File: src/rtl/keypad_pkg.sv
// keypad_pkg: shared state codes, column reset value and key-encoding helpers
package keypad_pkg;
    localparam logic [1:0] SCAN     = 2'd0;
    localparam logic [1:0] DEBOUNCE = 2'd1;
    localparam logic [1:0] REPORT   = 2'd2;
    localparam logic [1:0] RELEASE  = 2'd3;
    localparam logic [3:0] COL_RESET = 4'b0001;
    function automatic logic [3:0] encode_key(input logic [1:0] row_idx, input logic [1:0] col_idx);
        return {row_idx, col_idx};
    endfunction
    function automatic logic [1:0] lowest_bit(input logic [3:0] v);
        return v[0] ? 2'd0 : v[1] ? 2'd1 : v[2] ? 2'd2 : v[3] ? 2'd3 : 2'd0;
    endfunction
endpackage

File: src/rtl/keypad_debounce.sv
// keypad_debounce: counts consecutive cycles of level == polarity; done on the last one
module keypad_debounce
    import keypad_pkg::*;
#(
    parameter int DEBOUNCE_CNT = 20000
) (
    input  logic clk,
    input  logic reset,
    input  logic level,
    input  logic polarity,
    input  logic start,
    output logic done
);
    localparam int CW = $clog2(DEBOUNCE_CNT + 1);
    localparam logic [CW-1:0] LAST = CW'(DEBOUNCE_CNT - 1);
    logic [CW-1:0] cnt;
    logic match;
    assign match = level == polarity;
    assign done = match && cnt == LAST;
    // saturates at the terminal count; any mismatch restarts the run
    always_ff @(posedge clk or posedge reset)
        if (reset)
            cnt <= '0;
        else
            cnt <= (start || !match) ? '0 : (cnt == LAST) ? cnt : cnt + 1'b1;
endmodule

File: src/rtl/keypad_scan_ctrl.sv
// keypad_scan_ctrl: 4x4 keypad column scanner with press/release debounce
// and a valid/ack handshake for the encoded key code
module keypad_scan_ctrl
    import keypad_pkg::*;
#(
    parameter int SCAN_DIV     = 1000,
    parameter int DEBOUNCE_CNT = 20000
) (
    input  logic       clk,
    input  logic       reset,
    input  logic [3:0] row,
    output logic [3:0] col,
    output logic [3:0] code,
    output logic       valid,
    input  logic       ack
);
    localparam int DW = $clog2(SCAN_DIV);
    localparam logic [DW-1:0] DWELL_LAST = DW'(SCAN_DIV - 1);
    logic [3:0] row_m, row_s;
    logic [1:0] state;
    logic [DW-1:0] dwell;
    logic [1:0] r_idx, c_idx;
    logic db_done;
    keypad_debounce #(.DEBOUNCE_CNT(DEBOUNCE_CNT)) u_debounce (
        .clk      (clk),
        .reset    (reset),
        .level    (row_s[r_idx]),
        .polarity (state == DEBOUNCE),
        .start    (!(state == DEBOUNCE || state == RELEASE)),
        .done     (db_done)
    );
    always_ff @(posedge clk or posedge reset) begin
        if (reset) begin
            row_m <= '0;
            row_s <= '0;
            state <= SCAN;
            col   <= COL_RESET;
            code  <= '0;
            valid <= 1'b0;
            dwell <= '0;
            r_idx <= '0;
            c_idx <= '0;
        end else begin
            row_m <= row;
            row_s <= row_m;
            case (state)
                SCAN:
                    if (dwell == DWELL_LAST) begin
                        dwell <= '0;
                        if (|row_s) begin
                            r_idx <= lowest_bit(row_s);
                            c_idx <= lowest_bit(col);
                            state <= DEBOUNCE;
                        end else
                            col <= {col[2:0], col[3]};
                    end else
                        dwell <= dwell + 1'b1;
                DEBOUNCE:
                    if (!row_s[r_idx]) begin
                        state <= SCAN;
                        col   <= {col[2:0], col[3]};
                    end else if (db_done) begin
                        code  <= encode_key(r_idx, c_idx);
                        valid <= 1'b1;
                        state <= REPORT;
                    end
                REPORT:
                    if (ack) begin
                        valid <= 1'b0;
                        state <= RELEASE;
                    end
                default:
                    if (db_done) begin
                        state <= SCAN;
                        col   <= {col[2:0], col[3]};
                    end
            endcase
        end
    end
endmodule

File: config.mk
export PLATFORM = sky130hd
export DESIGN_NAME = keypad_scan_ctrl
export DESIGN_NICKNAME = d
export VERILOG_FILES = /design/src/rtl/keypad_pkg.sv /design/src/rtl/keypad_debounce.sv /design/src/rtl/keypad_scan_ctrl.sv
export SDC_FILE = /design/constraint.sdc
export NUM_CORES = 1
export LEC_CHECK = 0
export CAP_MARGIN = 5
export CORE_ASPECT_RATIO = 0.8
export CORE_MARGIN = 2
export CORE_UTILIZATION = 46
export CTS_CLUSTER_DIAMETER = 60
export CTS_CLUSTER_SIZE = 10
export DETAILED_ROUTE_END_ITERATION = 8
export GPL_ROUTABILITY_DRIVEN = 0
export PLACE_DENSITY = 0.64
export SLEW_MARGIN = 20
export SYNTH_ARGS = -nofsm -noshare
export SYNTH_HDL_FRONTEND = slang
export SYNTH_SLANG_ARGS = --single-unit
File: constraint.sdc
create_clock -name clk -period 8.1 [get_ports clk]
set_input_delay 2.025 -clock clk [delete_from_list [all_inputs] [get_ports clk]]
set_output_delay 2.025 -clock clk [all_outputs]
set_load 0.02 [all_outputs]
# Yosys cells after proc, flatten, opt, wreduce, memory -nomap -nowiden
# Index checks and enable logic that the tools add are counted.
[op_classes]
n_addsub = 2
order_cmp = 1
eq_ne = 15
mux = 29
bitwise_logic = 1
n_reduce_logical = 15
[ops]
columns = ["op", "count"]
rows = [
  ["$mux 15", 2],
  ["$mux 2", 14],
  ["$mux 4", 4],
  ["$add 15x1->15 const B", 1],
  ["$eq 15x15->1 const B", 1],
  ["$ne 2x2->1 const B", 7],
  ["$pmux 4 s3", 1],
  ["$add 10x1->10 const B", 1],
  ["$eq 10x10->1 const B", 1],
  ["$mux 10", 1],
  ["$reduce_and 5->1", 2],
  ["$pmux 2 s3", 1],
  ["$reduce_and 3->1", 2],
  ["$eq 2x2->1 const B", 2],
  ["$mux 1", 4],
  ["$reduce_and 4->1", 1],
  ["$reduce_bool 4->1", 1],
  ["$reduce_or 4->1", 1],
  ["$lt 2x3->1 const B", 1],
  ["$ne 3x3->1 const B", 1],
  ["$reduce_bool 3->1", 1],
  ["$bmux 1 s2", 1],
  ["$eq 2x1->1 const B", 1],
  ["$logic_not 1->1", 2],
  ["other kinds (8)", 9],
]
[totals]
register_bits = 48
in_bits = 7
output_inout_bits = 9
wordCells = 73

# Depth between registers and ports, before layout
[depth]
depth_word = 7
ltp_mapped = 7
depth_no_buf = 7

# Hierarchy
# Synthesis repeated with hierarchy kept, for this count alone.
[unflattened]
cells_unflattened = 208
area_unflattened_um2 = 2329.7
[modules_own_cells]
columns = ["mod", "instances", "cells_each", "area_each_um2", "seq_area_each_um2"]
rows = [
  ["keypad_scan_ctrl", 1, 117, 1446.4, 827.0],
  ["keypad_debounce", 1, 91, 883.3, 375.4],
]

# Worst setup path before layout
# Ideal clock, no wire load.
[synth_timing]
kind = "flip-flop to output port"
from = "reg col[0]"
to = "out col[0]"
arrival_time_ps = 584
required_ps = 6075
path_slack_ps = 5491
path_stages_with_launch = 1
n_path_buf = 0
path_cell_list = "dfstp_2"
[synth_lines]
columns = ["element", "line", "text"]
rows = [
  ["start: declaration", "keypad_scan_ctrl.sv:12", "output logic [3:0] col,"],
  ["start signal: assignment", "keypad_scan_ctrl.sv:55", "col <= {col[2:0], col[3]};"],
  ["start signal: assignment", "keypad_scan_ctrl.sv:61", "col <= {col[2:0], col[3]};"],
  ["start signal: assignment", "keypad_scan_ctrl.sv:75", "col <= {col[2:0], col[3]};"],
]
# No word-level cell between the ends.

# Worst setup path in the final report
[layout_timing]
from = "reg col[0]"
to = "out col[0]"
# No word-level cell between the ends.

==> flow_metrics.tcl <==
set metrics [dict create \
    grt_overflow 0 \
    final-hold-violation-count 0 \
    cp.buffers_inverters 1 \
    maxSlewHeadroom 0.432 \
    drive_gt1_frac 0.110 \
    die_x_um 82.2 \
    vias_per_cell 5.45 \
    ys_types 42 \
    critPathCaptureType "primary output" \
    period_share 0.429 \
    ir_worst_vdd_v 0.000156 \
    status "complete, no violations" \
    path_cells "clkdlybuf4s50_1" \
    required_ns 6.08 \
    powerDensity_nw_per_um2 163 \
    first_iter_violations 112 \
    fp-row-count 22 \
    htree_levels 2 \
    cp_slowest_cell "clkdlybuf4s50_1" \
    async_reset_ff_frac 1.00 \
    p_leak_nw 1.05 \
    fin_crit_ns 3.47 \
    cts_sinks 48 \
    ios 16 \
    hold_buffers 0 \
    synth_top_area_share 0.523 \
    grt_start_max_net_pins 49 \
    synth.area.top_cells "dfrtp_1, mux2_2, nor2_1" \
    start_kind "flip-flop" \
    cp_top_family "buffers and inverters" \
    yosysSeqAreaShare 0.534 \
    placed_cell_area_um2 2460 \
    fin_tns_setup_ns 0 \
    drc 0 \
    place_inst 280 \
    vias 1569 \
    synth_area_per_cell_um2 10.7 \
    core_um2 4650 \
    cts_buffers 5 \
    ant_nets 0 \
    synth_ff_type "dfrtp_1" \
    fp.dieH_um 66.6 \
    cp.arrival_ns 1.45 \
    syn_area_um2 2250 \
    slew_viol_final 0 \
    drtPass1Iterations 4 \
    synth.most_common_cell "dfrtp_1" \
    rsz0062_at_grt "false" \
    hold_ws_ns 0.352 \
    layoutNonFillerInstCount 288 \
    cts_tree "built" \
    synth-edff-count 0 \
    clk_pin_slew_ns 0.08 \
    final_nets 237 \
    hpwl_mm 2.79 \
    setup_violations 0 \
    clockBufferDepth 2 \
    antenna_found_initial 0 \
    fillers 408 \
    skew_ns 0.00388 \
    gr-usage-all-layers 0.173 \
    syn_inst 210 \
    synth_commonest_cells "dfrtp_1, nor2_1, nand2_1" \
    synth_area_leader_cell "dfrtp_1" \
    cp_max_fo 5 \
    hold_path.class "flip-flop to flip-flop" \
    syn-num-nets 220 \
    worst_pin_slew_ns 0.844 \
    die_area_um2 5470 \
    cts_setup_buffers 0 \
    cts_resized 0 \
    cts-root-buf "clkbuf_8" \
    drt-wirelength-per-cell_um 13.8 \
    grt_pass1_vias 1538 \
    routed_wl_mm 3.97 \
    critPathMaxStageDelay_ns 0.60 \
    final_area_um2 2570 \
    grt_pass1_wl_mm 7.23 \
    n_antenna_cell 0 \
    fmax_mhz 288 \
    setup.worst_path.class "flip-flop to primary output" \
    drv_cap 0 \
    synth_seq_cells 48 \
    area_growth_pct 14.1 \
    clock_latency_ns 0.29 \
    io_buffer_count 15 \
    yosys_warnings 0 \
    start_util 0.484 \
]
[cell usage in the layout, fill, tap and decap left out, types with 2 or more instances in the layout]
master / instances
ha_1: 3
o21a_1: 2
nand3b_1: 2
inv_1: 8
and3_1: 4
or3_1: 5
nor3_1: 5
a21oi_1: 10
o21ai_0: 8
mux2_2: 8
clkdlybuf4s50_1: 15
nand4_1: 9
mux2_1: 4
nand2_1: 17
xor2_1: 6
nand3_1: 5
and2_1: 3
dfrtp_1: 47
nor4b_1: 2
clkinv_2: 2
clkbuf_8: 5
nor4_1: 4
nor2_1: 21
or4_4: 2
or4_1: 3
xnor2_1: 9
[sequential cells by signal, summed over array words and instances (netlist names)]
name / cells
col: 4
valid: 1
dwell: 10
code: 4
r_idx: 2
c_idx: 2
state: 2
row_s: 4
row_m: 4
u_debounce.cnt: 15
[per-stage QoR]
step | setup slack [ns] | utilization | power, mW
5_1_grt | 4.57 | 0.552 | 0.438
3_3_place_gp | 4.81 | 0.529 | 0.257
6_report | 4.63 | 0.552 | 0.419
2_1_floorplan | 4.93 | - | 0.252
4_1_cts | 4.61 | 0.552 | 0.426
3_5_place_dp | 4.81 | 0.529 | 0.257
[final cells by class]
cell class	instances	area, µm²	share of cell area
clock buffer	6	72.6	0.0283
clock inverter	2	35.0	0.0136
inverter	9	35.0	0.0136
multi-input combinational	147	991	0.386
sequential	48	1200	0.468
tap	60	75.1	0.0292
timing repair buffer	16	158	0.0614
[path summary, 6_finish.rpt]
path | startpoint | slack (ns) | endpoint | cells after the start
worst max-delay path | col[0] | 4.63 | col[0] | 1
worst min-delay path | row_m[3] | 0.35 | row_s[3] | 0
worst max register to register | r_idx[0] | 5.29 | code[0] | 5
worst min register to register | row_m[3] | 0.35 | row_s[3] | 0
max in group asynchronous | reset | 5.44 | u_debounce.cnt[13] | 2
min in group asynchronous | reset | 2.17 | u_debounce.cnt[2] | 2
[report_power, final]
| group | leakage [nW] | internal [mW] | switching, mW |
|---|---|---|---|
| Sequential | 0.634 | 0.241 | 0.00119 |
| Combinational | 0.362 | 0.00370 | 0.00551 |
| Clock | 0.0552 | 0.0917 | 0.0758 |
[cell families (layout without fill, tap and decap cells)]
| family | count (synthesis) | in the layout | share of synthesized area |
|---|---|---|---|
| and+or+nand+nor | 89 | 89 | 0.222 |
| muxes | 13 | 13 | 0.0700 |
| buffers and inverters | 15 | 33 | 0.0256 |
| AOI/OAI and AO/OA | 27 | 27 | 0.0734 |
| xor gates and xnor gates | 15 | 15 | 0.0584 |
| DFF | 48 | 48 | 0.534 |
| adders and majority gates | 3 | 3 | 0.0167 |
[routing by layer]
| metal | GRT usage | routed length (µm) |
|---|---|---|
| met3 | 0.0447 | 105 |
| met1 | 0.243 | 2090 |
| met4 | 0.0375 | 21 |
| met5 | 0 | 0 |
| met2 | 0.267 | 1750 |
No activity file was read; power rests on OpenSTA's default activity.
